--- config.mk ---
export PLATFORM = sky130hd
export DESIGN_NAME = pong_match_ctrl
export DESIGN_NICKNAME = d
export VERILOG_FILES = /design/src/rtl/pong_pkg.sv /design/src/rtl/serve_timer.sv /design/src/rtl/pong_match_ctrl.sv
export SDC_FILE = /design/constraint.sdc
export NUM_CORES = 1
export LEC_CHECK = 0
export CORE_MARGIN = 8
export CORE_UTILIZATION = 40
export DETAILED_ROUTE_END_ITERATION = 7
export RECOVER_POWER = 50
export SLEW_MARGIN = 10
export SYNTH_ARGS = -nofsm -noshare
export SYNTH_HDL_FRONTEND = slang
export SYNTH_HIERARCHICAL = 1
export SYNTH_SLANG_ARGS = --single-unit
--- constraint.sdc ---
create_clock -name clk -period 5.8 [get_ports clk]
set_input_delay 1.16 -clock clk [delete_from_list [all_inputs] [get_ports clk]]
set_output_delay 1.16 -clock clk [all_outputs]
set_load 0.05 [all_outputs]
--- src/rtl/pong_pkg.sv ---
// Shared encodings and default sizing for the Pong match controller.
package pong_pkg;

  typedef enum logic [1:0] {
    QI      = 2'b00,
    QGAME_1 = 2'b01,
    QGAME_2 = 2'b10,
    QDONE   = 2'b11
  } match_state_e;

  localparam int unsigned WIN_SCORE_DEF   = 10;
  localparam int unsigned SERVE_TICKS_DEF = 24;
  localparam int unsigned SCORE_W_DEF     = 4;
  localparam int unsigned CNT_W_DEF       = 6;

  // Serve direction points at the player who conceded the last point.
  localparam logic DIR_P1 = 1'b0;
  localparam logic DIR_P2 = 1'b1;

endpackage

--- src/rtl/serve_timer.sv ---
// Loadable down-counter that holds the ball centred before each serve.
module serve_timer #(
  parameter int unsigned CNT_W = 6
) (
  input  logic             clk,
  input  logic             reset,
  input  logic             load,
  input  logic [CNT_W-1:0] load_val,
  input  logic             tick,
  input  logic             hold,
  output logic             done
);

  logic [CNT_W-1:0] count;

  // Zero is terminal; load takes priority over counting.
  always_ff @(posedge clk) begin
    if (reset) begin
      count <= '0;
    end else if (load) begin
      count <= load_val;
    end else if (tick && !hold && (count != '0)) begin
      count <= count - CNT_W'(1);
    end
  end

  assign done = (count == '0);

endmodule

--- src/rtl/pong_match_ctrl.sv ---
// Match-level sequencer: game FSM, scores, serve delay and win decision.
module pong_match_ctrl
  import pong_pkg::*;
#(
  parameter int unsigned WIN_SCORE   = WIN_SCORE_DEF,
  parameter int unsigned SERVE_TICKS = SERVE_TICKS_DEF,
  parameter int unsigned SCORE_W     = SCORE_W_DEF,
  parameter int unsigned CNT_W       = CNT_W_DEF
) (
  input  logic               clk,
  input  logic               reset,
  input  logic               tick,
  input  logic               start,
  input  logic               pause,
  input  logic               goal_left,
  input  logic               goal_right,
  output logic [1:0]         state,
  output logic [SCORE_W-1:0] p1_score,
  output logic [SCORE_W-1:0] p2_score,
  output logic               ball_hold,
  output logic               ball_center,
  output logic               serve_dir,
  output logic               p1_win,
  output logic               p2_win
);

  match_state_e       state_q, state_d;
  logic [SCORE_W-1:0] p1_q, p1_d, p2_q, p2_d;
  logic [SCORE_W-1:0] p1_inc, p2_inc;
  logic               hold_q, hold_d;
  logic               center_q, center_d;
  logic               dir_q, dir_d;
  logic               p1_win_q, p1_win_d;
  logic               p2_win_q, p2_win_d;
  logic               timer_load;
  logic               timer_hold;
  logic               timer_done;

  // Countdown only runs while serving an enabled, unpaused match.
  assign timer_hold = (state_q != QGAME_1) || pause || !start;

  serve_timer #(
    .CNT_W (CNT_W)
  ) u_serve_timer (
    .clk      (clk),
    .reset    (reset),
    .load     (timer_load),
    .load_val (CNT_W'(SERVE_TICKS)),
    .tick     (tick),
    .hold     (timer_hold),
    .done     (timer_done)
  );

  assign p1_inc = p1_q + SCORE_W'(1);
  assign p2_inc = p2_q + SCORE_W'(1);

  always_ff @(posedge clk) begin
    if (reset) begin
      state_q  <= QI;
      p1_q     <= '0;
      p2_q     <= '0;
      hold_q   <= 1'b1;
      center_q <= 1'b0;
      dir_q    <= DIR_P1;
      p1_win_q <= 1'b0;
      p2_win_q <= 1'b0;
    end else begin
      state_q  <= state_d;
      p1_q     <= p1_d;
      p2_q     <= p2_d;
      hold_q   <= hold_d;
      center_q <= center_d;
      dir_q    <= dir_d;
      p1_win_q <= p1_win_d;
      p2_win_q <= p2_win_d;
    end
  end

  // Next-state, score and control decode.
  always_comb begin
    state_d    = state_q;
    p1_d       = p1_q;
    p2_d       = p2_q;
    dir_d      = dir_q;
    p1_win_d   = p1_win_q;
    p2_win_d   = p2_win_q;
    center_d   = 1'b0;
    timer_load = 1'b0;

    case (state_q)
      QI: begin
        if (start) begin
          state_d    = QGAME_1;
          p1_d       = '0;
          p2_d       = '0;
          p1_win_d   = 1'b0;
          p2_win_d   = 1'b0;
          dir_d      = DIR_P1;
          center_d   = 1'b1;
          timer_load = 1'b1;
        end
      end
      QGAME_1: begin
        if (!start) begin
          state_d = QI;
        end else if (tick && !pause && timer_done) begin
          state_d = QGAME_2;
        end
      end
      QGAME_2: begin
        if (!start) begin
          state_d = QI;
        end else if (goal_left && goal_right) begin
          // Simultaneous exits are ambiguous: replay the point.
          state_d    = QGAME_1;
          center_d   = 1'b1;
          timer_load = 1'b1;
        end else if (goal_left) begin
          p2_d  = p2_inc;
          dir_d = DIR_P1;
          if (p2_inc == SCORE_W'(WIN_SCORE)) begin
            state_d  = QDONE;
            p2_win_d = 1'b1;
          end else begin
            state_d    = QGAME_1;
            center_d   = 1'b1;
            timer_load = 1'b1;
          end
        end else if (goal_right) begin
          p1_d  = p1_inc;
          dir_d = DIR_P2;
          if (p1_inc == SCORE_W'(WIN_SCORE)) begin
            state_d  = QDONE;
            p1_win_d = 1'b1;
          end else begin
            state_d    = QGAME_1;
            center_d   = 1'b1;
            timer_load = 1'b1;
          end
        end
      end
      QDONE: begin
        if (!start) begin
          state_d = QI;
        end
      end
      default: begin
        state_d = QI;
      end
    endcase

    // Ball moves only in an unpaused rally.
    hold_d = !((state_d == QGAME_2) && !pause);
  end

  assign state       = state_q;
  assign p1_score    = p1_q;
  assign p2_score    = p2_q;
  assign ball_hold   = hold_q;
  assign ball_center = center_q;
  assign serve_dir   = dir_q;
  assign p1_win      = p1_win_q;
  assign p2_win      = p2_win_q;

endmodule

==> metrics <==
GRT Total Usage=12.4%; Layout fillers=323; Yosys warnings=6; Initial Util=42.1%; Clk network pwr share=25.9%; Die H=72.9 um; Switching Fraction=29.7%; slowest stage delay, CP=650 ps; Fin. Hold Viols=0; Nets=193; Clock transition at path regs=120 ps; Post-Route WL=3.01 mm; WP buf/inv=2; Seq/Total Area, Yosys=32.5%; die width=72.9 um; worst-path fanout max=10; initial DRC count=37; worst-path cell chain=dlygate4sd3_1, o221a_2, o32ai_2, a21oi_1, inv_1, o2111a_1, a2111oi_0; Cell Rows=20; Worst Path Arrival=3470 ps; die area=5310 um^2; RSZ-0062 raised after global routing=false; Worst-Skew Late Latency=300 ps; vias per cell=5.31; Synth Register Bits=21; # resized after CTS=0; hpwl dp=2.28 mm; Final setup viols=0; max cap viols=0; CTS tree=yes; DR WL met2=1.33 mm; CP max-delay cell=dlygate4sd3_1; residual overflow from global routing=0; Max Buffers Root-to-Sink=2; CTS root buffer=clkbuf_4; post-synthesis compound-gate area fraction=26.8%; via count=1185; Post-Syn Instances=154; reg2reg path depth=9; CP top delay family=compound AO/OA/AOI/OAI gates; wl on met1=1.51 mm; CTS Hold Bufs=0; adder-cell share of the synthesized area=5.80%; CP Class=in2reg; max_slew headroom=52.8%; clk_skew=3.72 ps; Hold Path Class=reg2reg; antenna violations before repair=0; Worst Path Required=6000 ps; top sig layer=met4; Cell Area, Synth=1290 um^2; Max Transition Viols Final=0; post-synthesis cell type count=57; antenna viol nets, final=0; Async S/R FF share, synth=0%; post-synthesis mux area share=0.870%; htree depth=1; Non-Filler Instances=223; Stages on worst setup path=7; DRC Markers=0; endpoint class of the critical path=flip-flop; core area=3080 um^2; Top Ports=22; peak supply drop=0.0836 mV; postcts setup bufs=0; RePlAce Congestion=0.827; Net Sw Power=82.6 uW; Period minus WS final=3280 ps; Post-Synth XOR/XNOR Area=2.03%; outcome=complete, no violations; first-pass GRT wire length=5.22 mm; Ant. Diodes=0; leakage=0.000539 uW; combinational power share=18.5%; Clock Sinks=21; P&R area growth vs syn=20.6%; IO Port Bufs=21; Primary FF master, synth=dfxtp_1; Max Clock Freq=0.305 GHz; cell-internal power=195 uW; worst slew pin tran=706 ps; hold depth=2; share of layout cells above drive strength 1=8.94%; final worst path period share=56.5%; Routed wire per std cell=13.5 um; largest family of logic cells by synthesized area=simple AND/OR/NAND/NOR gates; vias in the first global route=1136; Pwr Density=178 nW/um^2; CP Launch Type=input port; Avg Inst Size Synth=8.41 um^2; met3 WL=147 um; simple-gate share of the synthesized area=27.3%; largest net degree at the start of global routing=20; EDFF count, synth=0; placed insts=219; cts bufs inserted=3; TritonRoute pass-1 iters=4; TNS Setup=0 ps; sequential share of power=55.6%
==> cell usage in the layout, fill, tap and decap left out, types with 2 or more instances in the layout <==
cell type,netlist,final
dlygate4sd3_1,0,5
a21o_1,2,2
inv_1,7,7
nand3_1,5,5
xor2_1,2,2
nand2_1,10,10
o22ai_1,2,2
nand2b_1,8,8
a21oi_1,7,8
clkdlybuf4s50_1,0,16
nor4_1,2,2
nor2b_1,4,4
conb_1,2,6
o211ai_1,3,3
o21bai_1,3,3
a2111oi_0,2,2
dfxtp_1,21,21
nor3_1,2,2
o21ai_0,3,3
nand3b_1,3,3
nor2_1,23,24
clkbuf_4,0,3
ha_1,6,6
==> state kept, by name, indices dropped and copies added (netlist names) <==
| signal | count |
|---|---|
| u_serve_timer/count | 6 |
| p2_score | 4 |
| state | 2 |
| serve_dir | 1 |
| p1_score | 4 |
| p2_win | 1 |
| p1_win | 1 |
| ball_center | 1 |
| ball_hold | 1 |
==> synth_stat cells, types with 2 or more instances <==
| cell type | count | area [um^2] |
|---|---|---|
| a2111oi_0 | 2 | 17.5 |
| a21o_1 | 2 | 15.0 |
| a21oi_1 | 7 | 35.0 |
| conb_1 | 2 | 7.51 |
| dfxtp_1 | 21 | 420 |
| ha_1 | 6 | 75.1 |
| inv_1 | 7 | 26.3 |
| nand2_1 | 10 | 37.5 |
| nand2b_1 | 8 | 50.1 |
| nand3_1 | 5 | 25.0 |
| nand3b_1 | 3 | 22.5 |
| nor2_1 | 23 | 86.3 |
| nor2b_1 | 4 | 25.0 |
| nor3_1 | 2 | 10.0 |
| nor4_1 | 2 | 12.5 |
| o211ai_1 | 3 | 22.5 |
| o21ai_0 | 3 | 15.0 |
| o21bai_1 | 3 | 22.5 |
| o22ai_1 | 2 | 12.5 |
| xor2_1 | 2 | 17.5 |
==> kinds of logic (layout without fill, tap and decap cells) <==
logic type / count (synthesis) / after routing
buf+inv: 11 / 32
fa+ha+maj: 6 / 6
xor+xnor: 3 / 3
other cells: 2 / 6
mux: 1 / 1
simple gates: 67 / 67
flops: 21 / 21
compound gates: 43 / 43
==> power by group through the flow <==
stage	Combinational, uW	Sequential, uW	Clock [uW]
4_1_cts	52.7	154	77.3
6_report	51.5	154	72.0
3_5_place_dp	52.5	158	0
3_3_place_gp	52.0	157	0
2_1_floorplan	33.8	161	0
5_1_grt	57.5	155	83.4
==> routing by layer <==
layer  vias to the layer above  global-route usage, %
met5                         -                      0
met4                         0                   4.67
met3                         2                   3.30
met2                        19                   19.0
met1                       562                   15.9
li1                        602                      -
==> worst min-delay path, delay by kind of cell (launching register included) <==
kind / cells / cell delay, ps
flip-flops: 1 / 370
AO/OA/AOI/OAI: 1 / 60
AND/OR/NAND/NOR: 1 / 70
==> final timing paths <==
check,startpoint,to,slack [ps]
max,goal_left,u_serve_timer/count[1]$_SDFFE_PP0P_,2520
min,p2_win$_SDFFE_PP0P_,p2_win$_SDFFE_PP0P_,530
max reg2reg,p1_score[0]$_SDFFE_PP0P_,u_serve_timer/count[1]$_SDFFE_PP0P_,2980
min reg2reg,p2_win$_SDFFE_PP0P_,p2_win$_SDFFE_PP0P_,530
==> cell type report <==
type / instances / area [um^2] / area share [%]
clock inverter: 1 / 5.00 / 0.321
inverter: 7 / 26.3 / 1.68
tap: 44 / 55.1 / 3.53
multi-input combinational: 126 / 822 / 52.6
clock buffer: 3 / 22.5 / 1.44
timing repair buffer: 21 / 210 / 13.5
sequential: 21 / 420 / 26.9
==> per-stage QoR <==
| step | setup slack [ps] | hold slack (ps) | util [%] | cell area (um^2) | power, uW |
|---|---|---|---|---|---|
| final | 2520 | 530 | 50.7 | 1560 | 278 |
| after global routing | 2380 | 554 | 50.7 | 1560 | 296 |
| after CTS | 2600 | 532 | 51.2 | 1580 | 284 |
| after detailed placement | 2260 | 500 | 50.3 | 1550 | 210 |
| after global placement | 2360 | 478 | 50.3 | 1550 | 209 |
| after floorplan | 3180 | 493 | - | 1310 | 195 |
No activity file was read; power rests on OpenSTA's default activity.
